[src/rtl/uparc_lsu.sv]
// uparc_lsu: load/store unit. It accepts single-cycle access commands from the
// memory stage and checks their alignment. Each aligned access becomes one
// request/acknowledge transfer on the system data bus. Bytes are laid out
// big-endian on the bus. Load data comes back right-justified and zero-padded,
// and the stage sign- or zero-extends it. Alignment and bus faults are
// reported back to the stage.
module uparc_lsu #(
    parameter int ADDR_WIDTH  = 32,
    parameter int DATA_WIDTH  = 32,
    parameter int BUS_TIMEOUT = 255,
    parameter int TMO_WIDTH   = 8
) (
    input  logic                  clk,
    input  logic                  rst,
    input  logic [ADDR_WIDTH-1:0] lsu_addr,
    input  logic [DATA_WIDTH-1:0] lsu_wdata,
    output logic [DATA_WIDTH-1:0] lsu_rdata,
    input  logic [1:0]            lsu_cmd,
    input  logic                  lsu_rnw,
    output logic                  lsu_busy,
    output logic                  lsu_err_align,
    output logic                  lsu_err_bus,
    output logic                  o_bus_rq,
    output logic [ADDR_WIDTH-1:0] o_bus_addr,
    output logic                  o_bus_wnr,
    output logic [3:0]            o_bus_be,
    output logic [DATA_WIDTH-1:0] o_bus_wdata,
    input  logic                  i_bus_ack,
    input  logic                  i_bus_err,
    input  logic [DATA_WIDTH-1:0] i_bus_rdata
);

    typedef enum logic [1:0] {
        CMD_IDLE  = 2'd0,
        CMD_BYTE  = 2'd1,
        CMD_HWORD = 2'd2,
        CMD_WORD  = 2'd3
    } cmd_t;

    typedef enum logic {
        ST_IDLE = 1'b0,
        ST_WAIT = 1'b1
    } state_t;

    // The timeout fires in the BUS_TIMEOUT-th WAIT cycle that has no response.
    localparam bit                   TMO_EN   = (BUS_TIMEOUT != 0);
    localparam logic [TMO_WIDTH-1:0] TMO_LAST =
        TMO_WIDTH'((BUS_TIMEOUT > 0) ? BUS_TIMEOUT - 1 : 0);

    state_t                 state_q, state_d;
    cmd_t                   size_q;
    logic [1:0]             ofs_q;
    logic [TMO_WIDTH-1:0]   tmo_cnt_q;

    logic                   cmd_valid;
    logic                   misaligned;
    logic                   req_accept;
    logic                   tmo_expired;
    logic                   bus_done;
    logic                   bus_fail;
    logic [3:0]             be_d;
    logic [DATA_WIDTH-1:0]  wdata_d;
    logic [4:0]             rd_shift;
    logic [DATA_WIDTH-1:0]  rd_shifted;
    logic [DATA_WIDTH-1:0]  rdata_ext;

    assign cmd_valid  = (lsu_cmd != CMD_IDLE);
    assign misaligned = ((lsu_cmd == CMD_HWORD) && lsu_addr[0]) ||
                        ((lsu_cmd == CMD_WORD)  && (lsu_addr[1:0] != 2'b00));
    // Requests are only accepted in IDLE; a command seen during WAIT is ignored.
    assign req_accept = (state_q == ST_IDLE) && cmd_valid && !misaligned;

    assign tmo_expired = TMO_EN && (tmo_cnt_q == TMO_LAST);
    // Error beats ack, and ack beats a timeout expiring in the same cycle.
    assign bus_fail    = (state_q == ST_WAIT) && (i_bus_err || (tmo_expired && !i_bus_ack));
    assign bus_done    = (state_q == ST_WAIT) && i_bus_ack && !i_bus_err;

    // State register
    always_ff @(posedge clk or posedge rst) begin
        // NOTE: sequential state uses non-blocking assignments only, so every
        // flop samples the pre-edge values regardless of block ordering.
        if (rst)
            state_q <= ST_IDLE;
        else
            state_q <= state_d;
    end

    // Next-state logic
    always_comb begin
        // NOTE: every always_comb output gets a default first so that no path
        // leaves it unassigned, which would infer a latch.
        state_d = state_q;
        case (state_q)
            ST_IDLE: if (cmd_valid && !misaligned) state_d = ST_WAIT;
            ST_WAIT: if (bus_done || bus_fail)     state_d = ST_IDLE;
            default: state_d = ST_IDLE;
        endcase
    end

    // FSM outputs; busy and the alignment fault respond in the same cycle as the command
    always_comb begin
        lsu_busy      = 1'b0;
        lsu_err_align = 1'b0;
        o_bus_rq      = 1'b0;
        case (state_q)
            ST_IDLE: begin
                lsu_busy      = cmd_valid && !misaligned;
                lsu_err_align = cmd_valid && misaligned;
            end
            ST_WAIT: begin
                lsu_busy = 1'b1;
                o_bus_rq = 1'b1;
            end
            default: ;
        endcase
    end

    // Byte enables and lane-replicated store data for the incoming command
    always_comb begin
        be_d    = 4'b1111;
        wdata_d = lsu_wdata;
        case (cmd_t'(lsu_cmd))
            CMD_BYTE: begin
                be_d    = 4'b1000 >> lsu_addr[1:0];
                wdata_d = {4{lsu_wdata[7:0]}};
            end
            CMD_HWORD: begin
                be_d    = 4'b1100 >> lsu_addr[1:0];
                wdata_d = {2{lsu_wdata[15:0]}};
            end
            default: ;
        endcase
    end

    // Shift amount that brings the addressed big-endian lane down to bit 0
    always_comb begin
        rd_shift = 5'd0;
        case (size_q)
            CMD_BYTE:  rd_shift = {~ofs_q, 3'b000};
            CMD_HWORD: rd_shift = {~ofs_q[1], 4'b0000};
            default:   rd_shift = 5'd0;
        endcase
    end

    assign rd_shifted = i_bus_rdata >> rd_shift;

    // Right-justify load data and clear the bits above the access size
    always_comb begin
        rdata_ext = i_bus_rdata;
        case (size_q)
            CMD_BYTE:  rdata_ext = {24'd0, rd_shifted[7:0]};
            CMD_HWORD: rdata_ext = {16'd0, rd_shifted[15:0]};
            default:   rdata_ext = i_bus_rdata;
        endcase
    end

    // Capture the bus-side request when an aligned command is accepted
    always_ff @(posedge clk or posedge rst) begin
        // NOTE: the request registers are reset as well, because every output
        // must read 0 during reset and not whatever the last transfer left.
        if (rst) begin
            o_bus_addr  <= '0;
            o_bus_wnr   <= 1'b0;
            o_bus_be    <= 4'b0000;
            o_bus_wdata <= '0;
            size_q      <= CMD_IDLE;
            ofs_q       <= 2'b00;
        end else if (req_accept) begin
            o_bus_addr  <= {lsu_addr[ADDR_WIDTH-1:2], 2'b00};
            o_bus_wnr   <= !lsu_rnw;
            o_bus_be    <= be_d;
            o_bus_wdata <= wdata_d;
            size_q      <= cmd_t'(lsu_cmd);
            ofs_q       <= lsu_addr[1:0];
        end
    end

    // Count WAIT cycles; restart from 0 for every transfer
    always_ff @(posedge clk or posedge rst) begin
        if (rst)
            tmo_cnt_q <= '0;
        else if ((state_q == ST_WAIT) && (state_d == ST_WAIT))
            tmo_cnt_q <= tmo_cnt_q + 1'b1;
        else
            tmo_cnt_q <= '0;
    end

    // Completion: bus error pulse and load data
    always_ff @(posedge clk or posedge rst) begin
        if (rst) begin
            lsu_err_bus <= 1'b0;
            lsu_rdata   <= '0;
        end else begin
            lsu_err_bus <= bus_fail;
            if (bus_fail && !o_bus_wnr)
                lsu_rdata <= '0;
            else if (bus_done && !o_bus_wnr)
                lsu_rdata <= rdata_ext;
        end
    end

endmodule

[config.mk]
export PLATFORM = sky130hd
export DESIGN_NAME = uparc_lsu
export DESIGN_NICKNAME = d
export VERILOG_FILES = /design/src/rtl/uparc_lsu.sv
export SDC_FILE = /design/constraint.sdc
export NUM_CORES = 1
export LEC_CHECK = 0
export CORE_ASPECT_RATIO = 1.1
export CORE_MARGIN = 5
export CORE_UTILIZATION = 40
export DETAILED_ROUTE_END_ITERATION = 8
export DONT_BUFFER_PORTS = 1
export SLEW_MARGIN = 20
export SYNTH_ARGS = -nofsm -noshare
export SYNTH_HDL_FRONTEND = slang
export SYNTH_SLANG_ARGS = --single-unit
[constraint.sdc]
create_clock -name clk -period 3.2 [get_ports clk]
set_clock_uncertainty 0.05 [all_clocks]
set_input_delay 0.32 -clock clk [delete_from_list [all_inputs] [get_ports clk]]
set_output_delay 0.32 -clock clk [all_outputs]
set_load 0.03 [all_outputs]
==> After elaboration in Yosys (flattened, before gate mapping) <==
Cells that the tools add are included.
{ "totals": {"register_bits": 113, "latchBits": 0, "ram_bits": 0, "rom_bits": 0, "in_bits": 103, "out_inout_bits": 105, "wordCells": 60, "memories": 0} }
{ "classes": {"n_addsub": 1, "n_mul": 0, "div": 0, "n_lt_le_gt_ge": 0, "eq_ne": 6, "shift": 3, "n_mux": 13, "bitwise": 3, "n_reduce_logical": 24} }
{ "ops": {"columns": ["operator", "count"], "rows": [
  ["32-bit case mux with 2 select lines", 2],
  ["32-bit two-way mux", 2],
  ["32-bit by 5-bit >> shifter with 16-bit output", 1],
  ["1-bit logical AND", 13],
  ["5-bit case mux with 2 select lines", 1],
  ["8-bit by 1-bit adder with 8-bit output, second input constant", 1],
  ["8-bit equality test, second input constant", 1],
  ["8-bit two-way mux", 1],
  ["4-bit case mux with 2 select lines", 1],
  ["4-bit by 2-bit >> shifter with 4-bit output, first input constant", 2],
  ["2-bit equality test, second input constant", 3],
  ["2-bit nonzero test", 3],
  ["1-bit zero test", 5],
  ["2-bit by 1-bit equality test with 1-bit output, second input constant", 2],
  ["1-bit two-way mux", 4],
  ["1-bit case mux with 2 select lines", 2],
  ["1-bit logical OR", 3],
  ["1-bit inverter", 2],
  ["2-bit inverter", 1]
]} }

==> Longest topological paths before layout <==
Gate-level depths: netlist of the first run.
{ "logic_depth": {"word_depth": 9, "mapped_depth": 8, "ltp_nobuf": 6} }

==> Least setup slack after synthesis of the first run <==
No wires, ideal clock.
{ "synth_timing": {"path_kind": "input-to-output", "startpoint": "in lsu_cmd[0]", "endpoint": "out lsu_err_align", "t_arrival_ps": 1615, "t_required_ps": 2830, "path_slack_ps": 1215, "stages": 4, "n_path_buf": 0, "path_cell_list": "inv_1 > ha_1 > nor2_1 > nor4_1"} }
{ "synth_via": {"elab_chain_cells": 5, "word_cells_on_any_way": 8, "classes_between": "2 x eq/ne; 1 x mux; 5 x reduce/logical"} }
{ "synth_rtl": {"columns": ["element", "line", "rtl"], "rows": [
  ["start, declared", "18", "input logic [1:0] lsu_cmd,"],
  ["2-bit equality test, on equally long branches", "68, 69", null],
  ["1-bit logical AND, on equally long branches", "68, 69", null],
  ["1-bit logical OR", "68", "assign misaligned = ((lsu_cmd == CMD_HWORD) && lsu_addr[0]) ||"],
  ["1-bit logical AND *", "108", "lsu_err_align = cmd_valid && misaligned;"],
  ["1-bit two-way mux *", "105", "case (state_q)"],
  ["end, declared", "21", "output logic lsu_err_align,"]
]} }
Mark *: on every way between the ends. The rest lies on a longest branch, timed or not.

==> Worst setup path in the final report of the first run <==
{ "layout_timing": {"startpoint": "reg tmo_cnt_q[0]", "endpoint": "reg lsu_rdata[14]"} }
{ "layout_via": {"elab_chain_cells": 6, "word_cells_on_any_way": 7, "classes_between": "1 x eq/ne; 1 x mux; 5 x reduce/logical"} }
{ "layout_rtl": {"columns": ["element", "line", "rtl"], "rows": [
  ["start, declared", "53", "logic [TMO_WIDTH-1:0] tmo_cnt_q;"],
  ["start signal, assigned", "183", "tmo_cnt_q <= tmo_cnt_q + 1'b1;"],
  ["8-bit equality test *", "73", "assign tmo_expired = TMO_EN && (tmo_cnt_q == TMO_LAST);"],
  ["1-bit logical AND *", "75", "assign bus_fail = (state_q == ST_WAIT) && (i_bus_err || (tmo_expired && !i_bus_ack));"],
  ["1-bit logical OR *", "75", null],
  ["1-bit logical AND *", "75", null],
  ["1-bit logical AND *", "195", "if (bus_fail && !o_bus_wnr)"],
  ["32-bit two-way mux / 2-bit nonzero test (equally long branches)", null, null],
  ["end signal, assigned", "198", "lsu_rdata <= rdata_ext;"],
  ["end, declared", "17", "output logic [DATA_WIDTH-1:0] lsu_rdata,"]
]} }
Marks and branches as above.
A chain may end at the register's enable or synchronous reset.

==> results.py, run 1 <==
metrics = {
    "status": {
        "status": "finished clean",
    },
    "worst_setup_path": {
        "critPathMaxStageDelay_ns": 0.71,
        "cp_class": "reg2reg",
        "cp_max_fo": 24,
        "timing.critical_path.slowest_stage_cell": "or3b_1",
        "crit_family": "simple AND/OR/NAND/NOR gates",
        "crit_chain": "inv_1, ha_1, and3_1, a211oi_1, or3b_1, buf_4, o2bb2ai_1",
        "critPathCaptureType": "flip-flop",
        "cp.required_ns": 3.48,
        "critical_path.startpoint_type": "flip-flop",
        "cp.arrival_ns": 2.66,
        "cp.buffers_inverters": 2,
    },
    "sta": {
        "relSlewSlack": 0.435,
        "maxClockFrequency_ghz": 0.419,
        "final_min_period_over_clock_period": 0.746,
        "maxSlewViolCount": 0,
        "fin_tns_setup_ns": 0,
        "setup_slack_ns": 0.812,
        "finish_stage_setup_viols": 0,
        "rsz0062_at_grt": "false",
        "period_needed_ns": 2.39,
        "hold_viol_final": 0,
        "worst_slew_pin_slew_ns": 0.847,
        "fin_worst_hold_slack_ns": 0.0186,
    },
    "cts": {
        "ctsHtreeMaxLevel": 4,
        "ctsLongestPathBuffers": 2,
        "tritoncts.num_buffers": 17,
        "clock-root-buffer": "clkbuf_16",
        "clock_insertion_delay_at_the_later_pin_of_the_skew_report_ns": 0.40,
        "clock_sinks": 113,
        "cts.reportedPaths.clkPinSlew_ns": 0.05,
        "tritoncts_clock_tree": "yes",
    },
    "detailed_routing": {
        "post_drt_via_cell_ratio": 5.68,
        "firstDrtPassIters": 6,
        "drc": 0,
        "count_of_antenna_violating_nets_left_after_detailed_routing": 0,
        "drt_first_iter_violations": 184,
        "finalWirelength_mm": 14.3,
        "detailroute.via_count": 3880,
        "avgRoutedWirePerCell_um": 20.9,
    },
    "flow_run": {
        "maxCapViolCount": 0,
    },
    "placed_design": {
        "placement.cell_area_mm2": 0.00530,
        "buffers_added_on_ports": 0,
        "gp_routability_congestion": 0.834,
        "post-place-ws_ns": 0.792,
        "place.detailed.hpwl_mm": 9.94,
    },
    "finish": {
        "flow.area_growth_from_synthesis_pct": 25.8,
        "nNetsFinal": 626,
        "multi_input_logic_area_mm2": 0.00210,
        "most-common-layout-cells": "113 x dfrtp_1, 60 x dlygate4sd3_1, 56 x nand2_1",
        "post-route-cell-area_mm2": 0.00649,
        "final_common_cell": "dfrtp_1",
        "drive_above_1_share": 0.160,
        "num-fill-cells": 1089,
        "num_antenna_cells": 0,
        "area.sequential_mm2": 0.00283,
    },
    "synthesis": {
        "synth_seq_area_share": 0.549,
        "postSynth.asyncResetShare": 1.00,
        "synth.area.top_cells": "dfrtp_1 55%, mux2_2 9.0%, nand2_1 4.1%",
        "synth.top_cell.area_share": 0.549,
        "yosysUniqueCellTypes": 47,
        "yosys_most_used_dff": "dfrtp_1",
        "synth_area_leader_cell": "dfrtp_1",
        "post_synth.cell_area_avg_um2": 11.1,
        "synth_edf_count": 0,
        "yosys_warning_count": 0,
        "netlist_instances": 463,
        "yosys_register_bits": 113,
        "syn-cell-area_mm2": 0.00515,
    },
    "die": {
        "design.die.area_mm2": 0.0153,
        "fp-row-count": 43,
        "pin_count": 208,
        "fp.coreArea_mm2": 0.0126,
        "floorplan.initialDensity": 0.408,
        "floorplan.die.height_um": 129,
        "die_width_um": 118,
    },
    "grt": {
        "grt_overflow": 0,
        "number_of_global_route_vias_before_repair": 4080,
        "global_route_wire_length_before_repair_mm": 22.5,
        "grtUsageTotal": 0.188,
        "grt_start_max_net_pins": 68,
        "initial_antenna_violation_count": 0,
    },
    "power": {
        "cellLeakagePower_nw": 2.85,
        "peakVddDrop_mv": 0.588,
        "cellPowerDensity_mw_per_mm2": 868,
    },
    "min_path": {
        "worstHoldPathType": "in2reg",
    },
}
==> cells in the mapped netlist, drive strengths merged, types with 2 or more instances <==
library cell	number
and2	2
mux2	41
o21ai	37
o221ai	23
xor2	4
ha	8
xnor2	2
nand3	3
buf	20
clkbuf	18
a221o	7
a221oi	7
a22o	16
and3	2
nor2b	3
o2bb2ai	9
dfrtp	113
mux2i	7
nand2	56
inv	16
a22oi	16
a21oi	11
nor2	23
a31oi	2
==> registers in the layout, indices dropped and copies added, names as in the netlist <==
name	flops
lsu_rdata	32
o_bus_wdata	32
o_bus_addr	30
tmo_cnt_q	8
o_bus_be	4
ofs_q	2
size_q	2
lsu_err_bus	1
o_bus_wnr	1
state_q	1
==> path summary, 6_finish.rpt <==
check	startpoint	to	slack, ns	depth (start not counted)
setup / recovery	tmo_cnt_q[0]	lsu_rdata[14]	0.81	7
hold / removal	lsu_addr[18]	o_bus_addr[18]	0.02	1
setup reg to reg	tmo_cnt_q[0]	lsu_rdata[14]	0.81	7
hold reg to reg	tmo_cnt_q[0]	tmo_cnt_q[0]	0.45	1
max in group asynchronous	rst	o_bus_wdata[6]	1.70	3
min in group asynchronous	rst	o_bus_addr[8]	0.49	2
==> cells by family after synthesis <==
logic type / count (synthesis) / synth area share
AOI/OAI and AO/OA: 134 / 0.189
DFF: 113 / 0.549
and+or+nand+nor: 98 / 0.0830
buffers and inverters: 55 / 0.0461
muxes: 48 / 0.103
adders and majority gates: 8 / 0.0194
xor gates and xnor gates: 6 / 0.0102
other: 1 / 0.000727
==> cell type report <==
class	count	area share
Clock buffer	25	0.0795
Clock inverter	5	0.0116
Inverter	17	0.0104
Multi-Input combinational cell	296	0.324
Sequential cell	113	0.436
Tap cell	157	0.0303
Timing Repair Buffer	70	0.108
==> layer usage <==
layer,GRT usage,up-vias,routed length (µm)
met4,0.0702,0,243
met1,0.218,1883,5500
li1,-,1779,-
met5,0,-,0
met3,0.0995,19,1780
met2,0.296,199,6730
==> report_power, final <==
| group | internal [mW] | switching, mW | total (mW) |
|---|---|---|---|
| clock network | 1.26 | 0.602 | 1.86 |
| registers | 1.80 | 1.07 | 2.87 |
| logic | 0.447 | 0.459 | 0.906 |
==> what timing repair did <==
item	in CTS	in global routing
resized for setup	0	0
hold buffers	58	2
endpoints found under the setup margin	0	0
endpoints found under the hold margin	90	2
setup buffers	0	0
==> per-stage QoR <==
stage	instances	utilization	power, mW
floorplan	464	-	3.48
global placement	593	0.419	3.71
detailed placement	593	0.419	3.75
CTS	681	0.512	5.69
global route	683	0.513	5.93
finish	683	0.513	5.63
Power figures use the tool's default switching activity.
==> run 2: changes to the inputs <==
==> constraint.sdc (replaced) <==
create_clock -name clk -period 2.5 [get_ports clk]
set_clock_uncertainty 0.05 [all_clocks]
set_input_delay 0.25 -clock clk [delete_from_list [all_inputs] [get_ports clk]]
set_output_delay 0.25 -clock clk [all_outputs]
set_load 0.03 [all_outputs]
==> run 2 against run 1 <==
  * Maximum frequency is 14% higher
  * Global-route usage rose by 0.99 points
  * Cell area rose by 4.9%
  * Die area did not move
  * Final cell count increased by 5.1%
  * Utilization is 2.5 points higher
  * Sequential share of layout area shrank 2.0 points
  * Largest power group unchanged
==> results.py, run 2 (synthesized netlist as in run 1, its figures left out) <==
metrics = {
    "worst_setup_path": {
        "reg2reg_to": "lsu_rdata[0]",
        "cp_class": "reg2reg",
        "cp_max_fo": 12,
        "cp.required_ns": 2.74,
        "crit-reg2reg-launch": "size_q[1]",
        "critical_path.startpoint_type": "flip-flop",
        "ff2ff_setup_slack_ns": 0.40,
        "critPathCaptureType": "flip-flop",
        "cp.arrival_ns": 2.34,
        "r2r_cells": 6,
    },
    "sta": {
        "worst_slew_pin_slew_ns": 0.737,
        "finish_stage_setup_viols": 0,
        "maxSlewViolCount": 0,
        "fin_worst_hold_slack_ns": 0.00833,
        "relSlewSlack": 0.509,
        "final_min_period_over_clock_period": 0.841,
        "period_needed_ns": 2.10,
        "fin_tns_setup_ns": 0,
        "hold_viol_final": 0,
        "rsz0062_at_grt": "false",
        "maxClockFrequency_ghz": 0.476,
    },
    "power": {
        "report.power.total_mw": 7.36,
        "cellLeakagePower_nw": 2.98,
        "cellPowerDensity_mw_per_mm2": 1080,
        "peakVddDrop_mv": 0.627,
    },
    "min_path": {
        "worst_hold_startpoint": "lsu_wdata[7]",
        "capture_endpoint_of_the_worst_hold_path": "o_bus_wdata[23]",
        "worstHoldPathType": "in2reg",
        "hold_path_depth": 2,
    },
    "die": {
        "fp-row-count": 43,
        "pin_count": 208,
        "fp.coreArea_mm2": 0.0126,
        "die_width_um": 118,
        "floorplan.initialDensity": 0.408,
        "design.die.area_mm2": 0.0153,
        "floorplan.die.height_um": 129,
    },
    "grt": {
        "grtUsageTotal": 0.197,
        "number_of_global_route_vias_before_repair": 4245,
        "global_route_wire_length_before_repair_mm": 23.8,
        "initial_antenna_violation_count": 0,
        "grt_overflow": 0,
        "grt_start_max_net_pins": 52,
    },
    "finish": {
        "final_common_cell": "dfrtp_1",
        "area.sequential_mm2": 0.00283,
        "most-common-layout-cells": "113 x dfrtp_1, 86 x dlygate4sd3_1, 56 x nand2_1",
        "top_regs": "lsu_rdata (32), o_bus_wdata (32), o_bus_addr (30)",
        "drive_above_1_share": 0.166,
        "nNetsFinal": 661,
        "flow.area_growth_from_synthesis_pct": 32.0,
        "num_antenna_cells": 0,
        "num-fill-cells": 1068,
        "multi_input_logic_area_mm2": 0.00210,
    },
    "status": {
        "status": "finished clean",
    },
    "detailed_routing": {
        "finalWirelength_mm": 15.0,
        "post_drt_via_cell_ratio": 5.72,
        "count_of_antenna_violating_nets_left_after_detailed_routing": 0,
        "drc": 0,
        "firstDrtPassIters": 4,
        "avgRoutedWirePerCell_um": 20.8,
        "drt_first_iter_violations": 206,
        "detailroute.via_count": 4110,
    },
    "flow_run": {
        "maxCapViolCount": 0,
    },
    "cts": {
        "cts.reportedPaths.clkPinSlew_ns": 0.05,
        "ctsHtreeMaxLevel": 4,
        "tritoncts.num_buffers": 17,
        "clock_sinks": 113,
        "ctsLongestPathBuffers": 2,
        "clock_insertion_delay_at_the_later_pin_of_the_skew_report_ns": 0.41,
        "cts_repair_resize_count": 0,
        "tritoncts_clock_tree": "yes",
        "clock-root-buffer": "clkbuf_16",
    },
    "placed_design": {
        "buffers_added_on_ports": 0,
        "place.detailed.hpwl_mm": 9.91,
        "gp_routability_congestion": 0.847,
    },
}
-- run 2: what timing repair did --
action                    in CTS  in global routing
hold buffers                  86                  0
hold endpoints to repair     111                  0
buffers inserted               0                  0
-- run 2: power breakdown --
part / internal [mW] / switching, mW
clock: 1.61 / 0.840
combinational: 0.623 / 0.646
sequential: 2.30 / 1.34
-- run 2: worst max-delay path by stage --
| stage | start | end | cells after the start |
|---|---|---|---|
| finish | size_q[1] | lsu_rdata[0] | 6 |
| global route | size_q[1] | lsu_rdata[0] | 6 |
| CTS | size_q[1] | lsu_rdata[0] | 6 |
| detailed placement | size_q[1] | lsu_rdata[0] | 6 |
| global placement | size_q[1] | lsu_rdata[0] | 6 |
| floorplan | state_q | lsu_rdata[0] | 6 |
-- run 2: through the flow --
step / setup slack [ns] / util / cell area, µm² / std cells
2_1_floorplan: 0.603 / - / 5160 / 464
3_3_place_gp: 0.442 / 0.423 / 5350 / 602
3_5_place_dp: 0.415 / 0.423 / 5350 / 602
4_1_cts: 0.398 / 0.538 / 6810 / 718
5_1_grt: 0.259 / 0.538 / 6810 / 718
6_report: 0.397 / 0.538 / 6810 / 718
-- run 2: cell type report --
type	count	share of cell area
Tap cell	157	0.0289
Multi-Input combinational cell	296	0.309
Inverter	17	0.00993
Clock buffer	21	0.0676
Timing Repair Buffer	105	0.149
Sequential cell	113	0.415
Clock inverter	9	0.0197
-- run 2: layer usage --
metal	part of all wire	wire (µm)	global-route usage
met1	0.37	5590	0.227
met2	0.48	7220	0.318
met3	0.13	1900	0.0995
met4	0.018	262	0.0735
met5	0	0	0
-- run 2: worst max-delay path, stage by stage (launching register included) --
cell and delay [ns]:
dfrtp_1 0.40, inv_1 0.07, ha_1 0.37, nand2b_1 0.36, mux2i_1 0.33, a221oi_1 0.13
a221o_1 0.28
